**src/rtl/xor_test_sequencer_if.sv**
```systemverilog
// Port bundle between the XOR test sequencer and the datapath under test.
// master: sequencer side; slave: datapath / environment side.
interface xor_test_sequencer_if;
  logic       start;
  logic       F;
  logic       X;
  logic       Y;
  logic       busy;
  logic       done;
  logic       pass;
  logic [2:0] err_count;
  logic [1:0] vec_idx;
  logic       glitch;

  modport master (
    input  start,
    input  F,
    output X,
    output Y,
    output busy,
    output done,
    output pass,
    output err_count,
    output vec_idx,
    output glitch
  );

  modport slave (
    output start,
    output F,
    input  X,
    input  Y,
    input  busy,
    input  done,
    input  pass,
    input  err_count,
    input  vec_idx,
    input  glitch
  );
endinterface

```
**src/rtl/xor_test_sequencer.sv**
```systemverilog
// Gray-order XOR truth-table sequencer with settle window and error count.
// Optional F hazard detector enabled by defining XOR_SEQ_GLITCH_CHECK_EN.
module xor_test_sequencer #(
  parameter int unsigned SETTLE_CYCLES = 4
) (
  input  logic                 Clock,
  input  logic                 Reset_b,
  xor_test_sequencer_if.master bus
);

  typedef enum logic [1:0] {
    IDLE,
    SETTLE,
    SAMPLE,
    DONE
  } state_t;

  localparam logic [3:0] CNT_LOAD =
    4'(SETTLE_CYCLES - 1);

  state_t     state;
  state_t     state_n;
  logic       start_q;
  logic [3:0] cnt;
  logic [1:0] idx;
  logic [1:0] idx_n;
  logic       x_q;
  logic       y_q;
  logic [2:0] err;
  logic [2:0] err_n;
  logic       pass_q;
  logic       busy_q;
  logic       done_q;
  logic       accept;
  logic       load;
  logic       mismatch;
  logic       in_vec;

  assign mismatch = bus.F != (x_q ^ y_q);
  assign in_vec   = (state == SETTLE)
                  || (state == SAMPLE);

  always_comb begin
    state_n = state;
    accept  = 1'b0;
    load    = 1'b0;
    idx_n   = idx;
    err_n   = err;
    unique case (state)
      IDLE: begin
        if (start_q) begin
          state_n = SETTLE;
          accept  = 1'b1;
          load    = 1'b1;
          idx_n   = 2'd0;
        end
      end
      SETTLE: begin
        if (cnt == 4'd0) state_n = SAMPLE;
      end
      SAMPLE: begin
        if (mismatch && err != 3'd4)
          err_n = err + 3'd1;
        if (idx == 2'd3) begin
          state_n = DONE;
        end else begin
          state_n = SETTLE;
          load    = 1'b1;
          idx_n   = idx + 2'd1;
        end
      end
      DONE: begin
        state_n = IDLE;
      end
      default: state_n = IDLE;
    endcase
  end

  always_ff @(posedge Clock) begin
    if (!Reset_b) begin
      state   <= IDLE;
      start_q <= 1'b0;
      cnt     <= 4'd0;
      idx     <= 2'd0;
      x_q     <= 1'b0;
      y_q     <= 1'b0;
      err     <= 3'd0;
      pass_q  <= 1'b0;
      busy_q  <= 1'b0;
      done_q  <= 1'b0;
    end else begin
      state   <= state_n;
      // start only registers while idle
      start_q <= bus.start
              && (state == IDLE);
      busy_q  <= (state_n == SETTLE)
              || (state_n == SAMPLE);
      done_q  <= state_n == DONE;
      if (load) begin
        idx <= idx_n;
        x_q <= idx_n[1];
        y_q <= ^idx_n;
        cnt <= CNT_LOAD;
      end else if (state == SETTLE
                   && cnt != 4'd0) begin
        cnt <= cnt - 4'd1;
      end
      if (accept) begin
        err    <= 3'd0;
        pass_q <= 1'b0;
      end else begin
        err <= err_n;
        if (state == SAMPLE && idx == 2'd3)
          pass_q <= err_n == 3'd0;
      end
    end
  end

`ifdef XOR_SEQ_GLITCH_CHECK_EN
  logic       f_q;
  logic [1:0] tcnt;
  logic       glitch_q;

  // one legal F edge per vector; a second one flags a hazard
  always_ff @(posedge Clock) begin
    if (!Reset_b) begin
      f_q      <= 1'b0;
      tcnt     <= 2'd0;
      glitch_q <= 1'b0;
    end else begin
      f_q <= bus.F;
      if (load) begin
        tcnt <= 2'd0;
      end else if (in_vec && bus.F != f_q) begin
        if (tcnt != 2'd2) tcnt <= tcnt + 2'd1;
        if (tcnt != 2'd0) glitch_q <= 1'b1;
      end
      if (accept) glitch_q <= 1'b0;
    end
  end

  assign bus.glitch = glitch_q;
`else
  assign bus.glitch = 1'b0;
`endif

  assign bus.X         = x_q;
  assign bus.Y         = y_q;
  assign bus.busy      = busy_q;
  assign bus.done      = done_q;
  assign bus.pass      = pass_q;
  assign bus.err_count = err;
  assign bus.vec_idx   = idx;

endmodule

```
**src/flat_wrapper.sv**
```systemverilog
// flat-port wrapper written by rule: the top's interface ports become plain ports
module xor_test_sequencer_flat 
#(
  parameter int unsigned SETTLE_CYCLES = 4
)
  (Clock, Reset_b, bus_start, bus_F, bus_X, bus_Y, bus_busy, bus_done, bus_pass, bus_err_count, bus_vec_idx, bus_glitch);
  xor_test_sequencer_if bus_i ();
  input  logic Clock;
  input  logic Reset_b;
  input wire logic [$bits(bus_i.start)-1:0] bus_start;
  input wire logic [$bits(bus_i.F)-1:0] bus_F;
  output wire logic [$bits(bus_i.X)-1:0] bus_X;
  output wire logic [$bits(bus_i.Y)-1:0] bus_Y;
  output wire logic [$bits(bus_i.busy)-1:0] bus_busy;
  output wire logic [$bits(bus_i.done)-1:0] bus_done;
  output wire logic [$bits(bus_i.pass)-1:0] bus_pass;
  output wire logic [$bits(bus_i.err_count)-1:0] bus_err_count;
  output wire logic [$bits(bus_i.vec_idx)-1:0] bus_vec_idx;
  output wire logic [$bits(bus_i.glitch)-1:0] bus_glitch;
  assign bus_i.start = bus_start;
  assign bus_i.F = bus_F;
  assign bus_X = bus_i.X;
  assign bus_Y = bus_i.Y;
  assign bus_busy = bus_i.busy;
  assign bus_done = bus_i.done;
  assign bus_pass = bus_i.pass;
  assign bus_err_count = bus_i.err_count;
  assign bus_vec_idx = bus_i.vec_idx;
  assign bus_glitch = bus_i.glitch;
  xor_test_sequencer #(.SETTLE_CYCLES(SETTLE_CYCLES)) u_core (.Clock(Clock), .Reset_b(Reset_b), .bus(bus_i));
endmodule
```
**config.mk**
```make
export PLATFORM = sky130hd
export DESIGN_NAME = xor_test_sequencer_flat
export DESIGN_NICKNAME = d
export VERILOG_FILES = /design/src/rtl/xor_test_sequencer_if.sv /design/src/rtl/xor_test_sequencer.sv /design/src/flat_wrapper.sv
export SDC_FILE = /design/constraint.sdc
export NUM_CORES = 1
export LEC_CHECK = 0
export BUFFER_PORTS_ARGS = -buffer_cell sky130_fd_sc_hd__buf_2
export CAP_MARGIN = 20
export CORE_UTILIZATION = 60
export CTS_BUF_LIST = sky130_fd_sc_hd__clkbuf_8
export DETAILED_ROUTE_END_ITERATION = 10
export PLACE_DENSITY = 0.88
export SYNTH_ARGS = -nofsm -noshare
export SYNTH_HDL_FRONTEND = slang
export SYNTH_SLANG_ARGS = --single-unit
```
**constraint.sdc**
```tcl
create_clock -name Clock -period 2.5 [get_ports Clock]
set_input_delay 0 -clock Clock [delete_from_list [all_inputs] [get_ports Clock]]
set_output_delay 0 -clock Clock [all_outputs]
set_load 0.005 [all_outputs]
```
Word level (Yosys, flattened, before mapping) --
Index checks and enable logic that the tools add are counted.
Storage, ports and cells: flip-flop bits (word level) 17, input bits 4, output and inout bits 11, logic and storage cells 53
Operators by class: add/subtract/negate cells 3, equal/unequal tests 9, multiplexer cells 15, bitwise operators 2, reduce and logical (&&, ||, !) cells 13
Operator list (number):
- 2-to-1 mux 2 bit | 7
- == test 2 bit (second input constant) | 5
- case mux 2 bit (4 select lines) | 1
- 2-to-1 mux 3 bit | 2
- == test 2 x 1 -> 1 bit (second input constant) | 2
- logical AND 1 bit | 4
- zero test 4 bit | 1
- case mux 2 bit (2 select lines) | 1
- nonzero test 4 bit | 1
- OR reduction 2 bit | 2
- subtractor 4 x 1 -> 4 bit (second input constant) | 1
- adder 3 x 1 -> 3 bit (second input constant) | 1
- zero test 3 bit | 1
- 2-to-1 mux 1 bit | 3
- != test 3 bit (second input constant) | 1
- adder 2 x 1 -> 2 bit (second input constant) | 1
- zero test 2 bit | 1
- case mux 1 bit (2 select lines) | 1
- nonzero test 2 bit | 1
- parity 2 bit | 1
- logical OR 1 bit | 1
- != test 1 bit | 1
- inverter 1 bit | 1
- XOR 1 bit | 1

Longest topological paths before layout --
Gate-level depths: netlist (run 1).
depth in word-level cells 6, gate-level depth with buffers 7, gate-level depth less buffers 7

Worst setup path after synthesis (run 1) --
No wires, ideal clock.
path kind reg2reg, start point register u_core.x_q, in the netlist u_core.bus.X, end point register u_core.pass_q, in the netlist u_core.bus.pass, setup time 0.070 ns, data arrival time 1.658 ns, data required time 2.430 ns, setup slack 0.772 ns, cell stages (with the launch flop) 5, buffers on the path 0, period minus slack after synthesis 1.728 ns, path through dfxtp_1 xor3_2 a311o_1 a221o_1 a21oi_1
On the way: word-level cells in the longest chain between the ends 6
Ends and longest elaborated chain:
- start, declared | line xor_test_sequencer.sv:27 | logic x_q;
- start signal, assigned | line xor_test_sequencer.sv:101 | x_q <= idx_n[1];
- XOR 1 bit | line xor_test_sequencer.sv:39 | assign mismatch = bus.F != (x_q ^ y_q);
- != test 1 bit | line xor_test_sequencer.sv:39
- logical AND 1 bit | line xor_test_sequencer.sv:62 | if (mismatch && err != 3'd4)
- 2-to-1 mux 3 bit | line xor_test_sequencer.sv:62
- 2-to-1 mux 3 bit | line xor_test_sequencer.sv:49 | unique case (state)
- zero test 3 bit | line xor_test_sequencer.sv:114 | pass_q <= err_n == 3'd0;
- end signal, assigned | line xor_test_sequencer.sv:88 | pass_q <= 1'b0;
- end signal, assigned | line xor_test_sequencer.sv:110 | pass_q <= 1'b0;
- end signal, assigned | line xor_test_sequencer.sv:114
- end, declared | line xor_test_sequencer.sv:31 | logic pass_q;
Every way passes these cells. A chain may end at the register's enable or synchronous reset.

Worst setup path in the final report (run 1) --
start point register u_core.cnt[0], end point register u_core.busy_q, in the netlist u_core.bus.busy
On the way: word-level cells in the longest chain between the ends 5, elaborated cells on any way between the ends 6, classes of those cells 2 x eq/ne; 2 x mux; 2 x reduce/logical
Ends and longest elaborated chain:
- start, declared | line xor_test_sequencer.sv:24 | logic [3:0] cnt;
- start signal, assigned | line xor_test_sequencer.sv:106 | cnt <= cnt - 4'd1;
- zero test 4 bit (*) | line xor_test_sequencer.sv:59 | if (cnt == 4'd0) state_n = SAMPLE;
- 2-to-1 mux 2 bit (*) | line xor_test_sequencer.sv:59
- case mux 2 bit (4 select lines) (*) | line xor_test_sequencer.sv:49
- named net u_core.state_n[1] | line xor_test_sequencer.sv:22 | state_t state_n;
- == test 2 x 1 -> 1 bit or == test 2 bit (tied branches) | line xor_test_sequencer.sv:96, xor_test_sequencer.sv:97
- logical OR 1 bit (*) | line xor_test_sequencer.sv:97 | || (state_n == SAMPLE);
- end signal, assigned | line xor_test_sequencer.sv:96 | busy_q <= (state_n == SETTLE)
- end, declared | line xor_test_sequencer.sv:32 | logic busy_q;
Mark *: on every way through the listed nets, which the timed path passes. The rest lies on a longest branch.

==> flow_summary.json, run 1 <==
{
  "grt_max_degree": 11,
  "drt_wl_total_microns": 1360,
  "synth_cell_types": 37,
  "post_cts_buffers": 0,
  "grt_pass1_vias": 531,
  "hpwlAfterDp_microns": 1020,
  "worst_ep_arrival_time_ns": 1.99,
  "crit_path_cell_trace": "inv_1 -> ha_1 -> or3b_2 -> o21ai_0 -> ha_1 -> and2_1",
  "syn-num-nets": 97,
  "path_clk_slew_ns": 0.06,
  "setup_viol": 0,
  "root_buffer": "clkbuf_8",
  "grt_pass1_wl_microns": 2090,
  "crit_required_ns": 2.65,
  "dpl_worst_slack_ns": 0.654,
  "cts_buffers": 3,
  "fp.dieH_microns": 39.2,
  "ioPinCount": 15,
  "track_usage_pct": 21.5,
  "cts.sinks": 16,
  "avgSynthCellArea_sq_um": 9.33,
  "start_util_pct": 63.8,
  "status": "completed",
  "nNetsFinal": 111,
  "cts_hold_buffers": 1,
  "maxSlewViolCount": 0,
  "gr-total-overflow": 0,
  "synthTopCellsByArea": "dfxtp_1 39%, ha_1 6.0%, and2_1 3.0%",
  "crit_top_cell": "ha_1",
  "setup_ws_ns": 0.653,
  "drcViolationCount": 0,
  "powerDensity_mw_per_mm2": 729,
  "ys_seq_area_share_pct": 38.6,
  "worstMarginPinSlew_ns": 0.747,
  "yosysMostFrequentCell": "dfxtp_1",
  "leakage_nw": 0.417,
  "grt_antenna_before_repair": 0,
  "fin_crit_sh_pct": 73.9,
  "synth.ff_latch_count": 16,
  "port_buffers": 13,
  "synthFlopType": "dfxtp_1",
  "hp-class": "input pin to register",
  "rsz0062_at_grt": "false",
  "timing.hold.ws_ns": 0.0474,
  "ys_async_sr_fraction_pct": 0,
  "relSlewSlack_pct": 49.8,
  "finClkSkew_ns": 0.00335,
  "ys.warnings.count": 0,
  "max-vdd-ir-drop_mv": 0.609,
  "path_delay_family": "simple AND/OR/NAND/NOR gates",
  "cpMaxStageDelayCell": "or3b_2",
  "rows": 13,
  "drtIter0Drc": 4,
  "critical_path_class": "register to register",
  "htree_levels": 1,
  "max_freq_mhz": 541,
  "syn_area_sq_um": 831,
  "ys_top_cells_by_count": "16 x dfxtp_1, 6 x inv_1, 6 x nor2_1",
  "startpoint_type": "register",
  "hold_viol": 0,
  "drtAntennaViolNets": 0,
  "die_x_microns": 39.2,
  "tns_ns": 0,
  "synth-edff-count": 0,
  "viasPerCell": 5.31,
  "max_stage_delay_ns": 0.49,
  "crit_fanout": 4,
  "yosysTopAreaCellShare_pct": 38.6,
  "synth_largest_area_cell": "dfxtp_1",
  "coreArea_sq_mm": 0.00130,
  "dieArea_sq_mm": 0.00154,
  "drive_gt1_share_pct": 22.5,
  "num_vias": 621,
  "maxCapViolCount": 0,
  "area_delta_synth_final_pct": 11.7,
  "cts_buffer_depth": 2,
  "synth_cells": 89,
  "post_cts_resized": 0,
  "wl_per_cell_microns": 11.6,
  "first_pass_iters": 2,
  "cts_tree": "built",
  "clk_latency_ns": 0.25,
  "worstSetupEndpointType": "register",
  "crit_buf_inv": 1,
  "post-route-min-period_ns": 1.85,
  "gp_congestion": 0.770,
  "antenna_cells": 0
}
final cells by class:
type	count	area [sq um]
multi-input cells	62	437
repair buffers	14	75.1
flip-flops and latches	16	320
well taps	15	18.8
clock buffers	4	55.1
inverters	6	22.5
fillers	111	373
logic make-up after synthesis:
family          Yosys count  synth area share [%]
simple gates             33                  22.4
compound gates           18                  15.2
flops                    16                  38.6
buf+inv                  11                  8.88
xor+xnor                  5                  7.23
fa+ha+maj                 4                  6.02
other cells               1                 0.451
mux                       1                  1.20
sequential cells by signal, indices dropped and copies added, names as in the netlist:
| name | cells |
|---|---|
| u_core.bus.busy | 1 |
| u_core.bus.err_count | 3 |
| u_core.start_q | 1 |
| u_core.bus.X | 1 |
| u_core.bus.pass | 1 |
| u_core.cnt | 4 |
| u_core.state | 2 |
| u_core.bus.done | 1 |
| u_core.bus.Y | 1 |
| u_core.bus.vec_idx | 1 |
stage by stage:
| step | total power (W) | std cells | instance area (sq um) | util (%) |
|---|---|---|---|---|
| final | 0.000676 | 117 | 928 | 71.3 |
| after CTS | 0.000682 | 117 | 928 | 71.3 |
| after detailed placement | 0.000453 | 112 | 863 | 66.3 |
| after global routing | 0.000715 | 117 | 928 | 71.3 |
| after floorplan | 0.000427 | 89 | 831 | - |
| after global placement | 0.000446 | 112 | 863 | 66.3 |
layout by cell type, fill, tap and decap left out, types with 4 or more instances in the layout:
cell      Yosys  layout
buf_2         0      13
ha_1          4       4
and2_1        4       4
nand3_1       5       5
clkbuf_8      1       4
nor2_1        6       6
inv_1         6       6
o21ai_0       5       5
nand2_1       4       4
dfxtp_1      16      16
path summary, 6_finish.rpt:
check / slack (ns) / start / cells past startpoint / end
setup / recovery: 0.65 / u_core.cnt[0] / 6 / u_core.bus.busy
hold / removal: 0.05 / Reset_b / 3 / u_core.start_q
setup reg to reg: 0.65 / u_core.cnt[0] / 6 / u_core.bus.busy
hold reg to reg: 0.46 / u_core.bus.pass / 2 / u_core.bus.pass
report_power, final:
group / total, W / leakage, nW / switching, W / internal, W
logic: 0.000143 / 0.258 / 0.0000700 / 0.0000728
clock network: 0.000227 / 0.0288 / 0.0000875 / 0.000140
registers: 0.000306 / 0.130 / 0.0000249 / 0.000281
worst min-delay path, stage by stage:
cell and delay (ns):
buf_2 0.15, nand2_1 0.07, nor3_1 0.04
layer usage:
layer | vias up | track usage, % | wire length [microns]
met5 | - | 0 | 0
met1 | 273 | 23.9 | 658
met4 | 0 | 10.3 | 26
met3 | 4 | 10.4 | 70
li1 | 330 | - | -
met2 | 14 | 33.8 | 602
(Power assumes the default switching activity.)
==> run 2: changes to the inputs <==
- ABC_AREA: not set -> 1
- CORE_UTILIZATION: 60 -> 57
- PLACE_DENSITY: 0.88 -> 0.84
- clock period: 2.5 -> 1.9 ns (I/O delays scaled with it)
==> run 2 against run 1 <==
Net effect: final cell count up 37%; first-iteration DRC count rose to 3.0 times the previous value; clock skew about the same; synthesized cell count up 45%; core utilization down 2.5 points; area after synthesis up 8.7%; critical path depth up 4; design area up 10%; fmax up 13%; routed wire length up 20%; hold slack worse by 0.020 ns.
==> flow_summary.json, run 2 <==
{
  "status": "completed",
  "p_sw_w": 0.000211,
  "die_x_microns": 41.8,
  "swShare_pct": 27.7,
  "grt_antenna_before_repair": 0,
  "rsz0062_at_grt": "false",
  "worstSetupEndpointType": "register",
  "nNetsFinal": 154,
  "hold_viol": 0,
  "place_inst": 156,
  "dieArea_sq_mm": 0.00175,
  "layout.cells.non_filler": 160,
  "fin_crit_sh_pct": 85.7,
  "track_usage_pct": 21.8,
  "drcViolationCount": 0,
  "ys_seq_area_share_pct": 35.5,
  "layout_commonest_cell": "inv_1",
  "max_freq_mhz": 614,
  "syn_area_sq_um": 903,
  "max-vdd-ir-drop_mv": 0.609,
  "gp_congestion": 0.827,
  "htree_levels": 1,
  "port_buffers": 13,
  "finClkSkew_ns": 0.00288,
  "largest_reg_flops": 4,
  "synthFlopType": "dfxtp_1",
  "cts_buffer_depth": 2,
  "worst_ep_arrival_time_ns": 1.77,
  "power_frac_seq_pct": 48.4,
  "synthTopCellsByArea": "dfxtp_1 35%, inv_1 12%, nand2_1 11%",
  "intPower_w": 0.000552,
  "clockPowerShare_pct": 32.3,
  "hpwlAfterDp_microns": 1300,
  "largest-register": "u_core.cnt",
  "crit-reg2reg-launch": "u_core.cnt[0]",
  "ys.warnings.count": 0,
  "cts_tree": "built",
  "cts_buffers": 3,
  "gr-total-overflow": 0,
  "start_util_pct": 60.7,
  "post_cts_resized": 0,
  "ioPinCount": 15,
  "startpoint_type": "register",
  "rows": 14,
  "synth.ff_latch_count": 16,
  "post-route-min-period_ns": 1.63,
  "powerDensity_mw_per_mm2": 745,
  "coreArea_sq_mm": 0.00149,
  "yosysMostFrequentCell": "inv_1",
  "maxCapViolCount": 0,
  "avgSynthCellArea_sq_um": 7.00,
  "root_buffer": "clkbuf_8",
  "comb_power_share_pct": 19.4,
  "ys_top_cells_by_count": "28 x inv_1, 27 x nand2_1, 16 x dfxtp_1",
  "grt_pass1_wl_microns": 2930,
  "setup_viol": 0,
  "path_clk_slew_ns": 0.06,
  "fp.dieH_microns": 41.8,
  "clk_latency_ns": 0.24,
  "viasPerCell": 5.02,
  "synth_cells": 129,
  "synth-edff-count": 0,
  "hp-start": "Reset_b",
  "wl_per_cell_microns": 10.2,
  "crit_start": "u_core.cnt[0]",
  "grt_max_degree": 9,
  "crit_fanout": 5,
  "yosysTopAreaCellShare_pct": 35.5,
  "hp-class": "input pin to register",
  "grt_pass1_vias": 745,
  "critical_path_class": "register to register",
  "maxSlewViolCount": 0,
  "leakage_nw": 0.546,
  "antenna_cells": 0,
  "drt_wl_total_microns": 1640,
  "tns_ns": 0,
  "cts.sinks": 16,
  "drive_gt1_share_pct": 23.6,
  "drtAntennaViolNets": 0,
  "mostFrequentLayoutCells": "28 x inv_1, 27 x nand2_1, 16 x dfxtp_1",
  "ys_async_sr_fraction_pct": 0,
  "syn-num-nets": 137,
  "drtIter0Drc": 12,
  "area_delta_synth_final_pct": 13.4,
  "synth_largest_area_cell": "dfxtp_1",
  "crit_required_ns": 2.05,
  "synth_cell_types": 26,
  "first_pass_iters": 4,
  "num_vias": 803
}
## run 2: cell types whose count changed in the layout (fill, tap and decap cells not counted), moves of 3 or more
| cell | previous run | this run |
|---|---|---|
| o21ai_1 | 0 | 5 |
| nand2_1 | 4 | 27 |
| nand2_2 | 0 | 4 |
| and2_1 | 4 | 0 |
| nor2_1 | 6 | 10 |
| inv_2 | 0 | 3 |
| inv_1 | 6 | 28 |
## run 2: what timing repair did
item / CTS / global route
hold endpoints to repair: 1 / 0
setup endpoints to repair: 0 / 0
hold buffers: 1 / 0
buffers inserted: 0 / 0
## run 2: cell type report
class,instances,area (sq um)
flip-flops and latches,16,320
inverters,32,120
well taps,16,20.0
repair buffers,14,75.1
fillers,120,464
clock buffers,3,41.3
multi-input cells,79,448
## run 2: cells by family (layout without fill, tap and decap cells)
kind of cell	Yosys count	after routing	share of synthesized area (%)
AND/OR/NAND/NOR	59	59	33.2
buffers and inverters	34	49	15.0
XOR/XNOR	1	1	0.970
AO/OA/AOI/OAI	14	14	9.42
other	1	1	0.415
flip-flops	16	16	35.5
adder cells (fa/ha/maj)	4	4	5.54
## run 2: worst max-delay path, stage by stage (launching register included)
cell and delay, ns:
dfxtp_1 0.30, inv_1 0.11, ha_1 0.19, inv_1 0.04
nor3_1 0.25, nor2_2 0.11, inv_1 0.11, nand2_1 0.06
ha_1 0.26, nand2_1 0.06, inv_1 0.03
## run 2: through the flow
step	utilization, %	cell area [sq um]	hold slack [ns]	power [W]	setup WS, ns
finish	68.8	1020	0.0270	0.000763	0.272
global route	68.8	1020	0.0399	0.000806	0.122
CTS	68.8	1020	0.0261	0.000765	0.280
detailed placement	65.4	973	0.229	0.000521	0.303
global placement	65.4	973	0.222	0.000512	0.397
floorplan	-	903	0.0935	0.000487	0.449
## run 2: path summary, 6_finish.rpt
path	endpoint	slack [ns]	depth (start not counted)
worst max register to register	u_core.bus.busy	0.27	10
worst max-delay path	u_core.bus.busy	0.27	10
worst min-delay path	u_core.bus.busy	0.03	3
worst min register to register	u_core.bus.pass	0.55	2
## run 2: power by group through the flow
stage	Combinational, W	Clock [W]	Sequential (W)
floorplan	0.000111	0	0.000375
global placement	0.000136	0	0.000376
detailed placement	0.000145	0	0.000376
CTS	0.000148	0.000248	0.000369
global route	0.000169	0.000265	0.000371
finish	0.000148	0.000246	0.000369
## run 2: per-layer routing
layer / track usage, % / vias up / share of wire (%)
met1: 25.1 / 353 / 44
li1: - / 421 / -
met5: 0 / - / 0
met3: 4.35 / 7 / 3.7
met4: 12.3 / 0 / 2.6
met2: 37.2 / 22 / 50
==> run 3: changes to the inputs <==
- CORE_ASPECT_RATIO: not set -> 1.25
- CORE_UTILIZATION: 57 -> 51
- PLACE_DENSITY: 0.84 -> 0.79
- clock period: 1.9 -> 1.4 ns (I/O delays scaled with it)
==> run 3 against run 2 <==
Net effect: clock power increased by 66%; total power rose by 50%; register-to-register slack got worse by 0.24 ns; worst setup slack got worse by 0.24 ns; combinational power up 58%; routed wire length increased by 6.7%; design area is 9.2% higher; largest power group unchanged.
==> flow_summary.json, run 3 (synthesis results as in run 2) <==
{
  "status": "completed",
  "antenna_cells": 0,
  "place_area_sq_mm": 0.00103,
  "grt_pass1_vias": 760,
  "r2r_setup_slack_ns": 0.04,
  "clk_latency_ns": 0.25,
  "die_x_microns": 39.6,
  "maxSlewViolCount": 0,
  "hp-class": "input pin to register",
  "viasPerCell": 4.86,
  "startpoint_type": "register",
  "intPower_w": 0.000832,
  "crit_end": "u_core.cnt[3]",
  "leakage_nw": 0.591,
  "worstSetupEndpointType": "register",
  "area_delta_synth_final_pct": 23.8,
  "largest-register": "u_core.cnt",
  "drtAntennaViolNets": 0,
  "layout_commonest_cell": "nand2_1",
  "drtIter0Drc": 10,
  "largest_reg_flops": 4,
  "cts.sinks": 16,
  "gp_congestion": 0.781,
  "layout.cells.non_filler": 170,
  "critical_path_class": "register to register",
  "max_freq_mhz": 733,
  "crit_required_ns": 1.53,
  "rr_worst_depth": 9,
  "mostFrequentLayoutCells": "26 x nand2_1, 25 x inv_1, 14 x dfxtp_1",
  "grt_pass1_wl_microns": 2840,
  "path_clk_slew_ns": 0.06,
  "fin_crit_sh_pct": 97.4,
  "gr-total-overflow": 0,
  "first_pass_iters": 4,
  "p_sw_w": 0.000313,
  "crit_path_cell_trace": "inv_2 -> ha_4 -> inv_1 -> nor3_2 -> nor2_2 -> buf_4 -> nand2_2 -> nor3_1 -> nor3b_2",
  "cpMaxStageDelayCell": "dfxtp_1",
  "cts_buffers": 3,
  "maxCapViolCount": 0,
  "crit-reg2reg-launch": "u_core.cnt[1]",
  "wl_per_cell_microns": 10.3,
  "ioPinCount": 15,
  "cts_buffer_depth": 2,
  "power_frac_seq_pct": 43.9,
  "comb_power_share_pct": 20.5,
  "max_stage_delay_ns": 0.33,
  "crit_fanout": 4,
  "dieArea_sq_mm": 0.00194,
  "fp.dieH_microns": 49.1,
  "root_buffer": "clkbuf_8",
  "post-route-min-period_ns": 1.36,
  "start_util_pct": 55.7,
  "htree_levels": 1,
  "swShare_pct": 27.3,
  "cts_tree": "built",
  "setup_ws_ns": 0.0358,
  "crit_start": "u_core.cnt[1]",
  "drcViolationCount": 0,
  "clockPowerShare_pct": 35.6,
  "drt_wl_total_microns": 1750,
  "rows": 16,
  "rsz0062_at_grt": "true",
  "worst_ep_arrival_time_ns": 1.50,
  "power_w": 0.00115,
  "setup_viol": 0,
  "track_usage_pct": 19.9,
  "port_buffers": 13,
  "grt_antenna_before_repair": 0,
  "place_inst": 164,
  "design_area_sq_mm": 0.00112,
  "timing.hold.ws_ns": 0.0113,
  "num_vias": 826,
  "max-vdd-ir-drop_mv": 0.800,
  "hold_viol": 0,
  "coreArea_sq_mm": 0.00162,
  "dpl_worst_slack_ns": 0.0314,
  "hpwlAfterDp_microns": 1330,
  "drive_gt1_share_pct": 33.6,
  "powerDensity_mw_per_mm2": 1020,
  "nNetsFinal": 161,
  "reg2reg_to": "u_core.cnt[3]",
  "finClkSkew_ns": 0.00335,
  "grt_max_degree": 10
}
run 3: power by group through the flow:
stage | Combinational (W) | Sequential [W] | Clock [W]
4_1_cts | 0.000235 | 0.000502 | 0.000404
5_1_grt | 0.000264 | 0.000505 | 0.000430
3_5_place_dp | 0.000210 | 0.000511 | 0
2_1_floorplan | 0.000154 | 0.000510 | 0
6_report | 0.000234 | 0.000503 | 0.000408
3_3_place_gp | 0.000202 | 0.000510 | 0
run 3: metal layers:
metal / up-vias / track usage, % / part of all wire [%]
met5: - / 0 / 0
met4: 0 / 5.17 / 1.1
met3: 5 / 2.74 / 2.2
met2: 14 / 36.6 / 54
met1: 372 / 22.2 / 42
li1: 435 / - / -
run 3: critical path, delay by kind of cell (launching register included):
kind                       cells  cell delay, ns
adders and majority gates      1            0.15
buffers and inverters          3            0.26
DFF                            1            0.33
and+or+nand+nor                5            0.50
run 3: through the flow:
step                TNS (ns)  utilization [%]
floorplan                  0                -
global placement           0             63.3
detailed placement         0             63.3
CTS                        0             68.5
global route         -0.0598             69.0
finish                     0             69.0
run 3: cell type report:
cell class,count,area (sq um)
multi-input combinational,79,470
fill,130,503
sequential,16,323
inverter,32,120
timing repair buffer,21,128
clock buffer,4,55.1
tap,18,22.5
run 3: how the worst min path moves through the flow:
stage               from               to  slack [ns]  cells after the start
5_1_grt          Reset_b  u_core.bus.busy        0.02                      3
3_3_place_gp   bus_start   u_core.start_q        0.22                      3
2_1_floorplan    Reset_b  u_core.bus.busy        0.09                      2
3_5_place_dp   bus_start   u_core.start_q        0.24                      3
4_1_cts          Reset_b  u_core.bus.busy        0.02                      3
6_report         Reset_b  u_core.bus.busy        0.01                      3
run 3: timing repair:
action / in CTS / in global routing
setup endpoints to repair: 1 / 4
hold buffers: 1 / 0
pin swaps: 2 / 5
endpoints found under the hold margin: 1 / 0
setup buffers: 1 / 0
gates resized for setup: 4 / 5
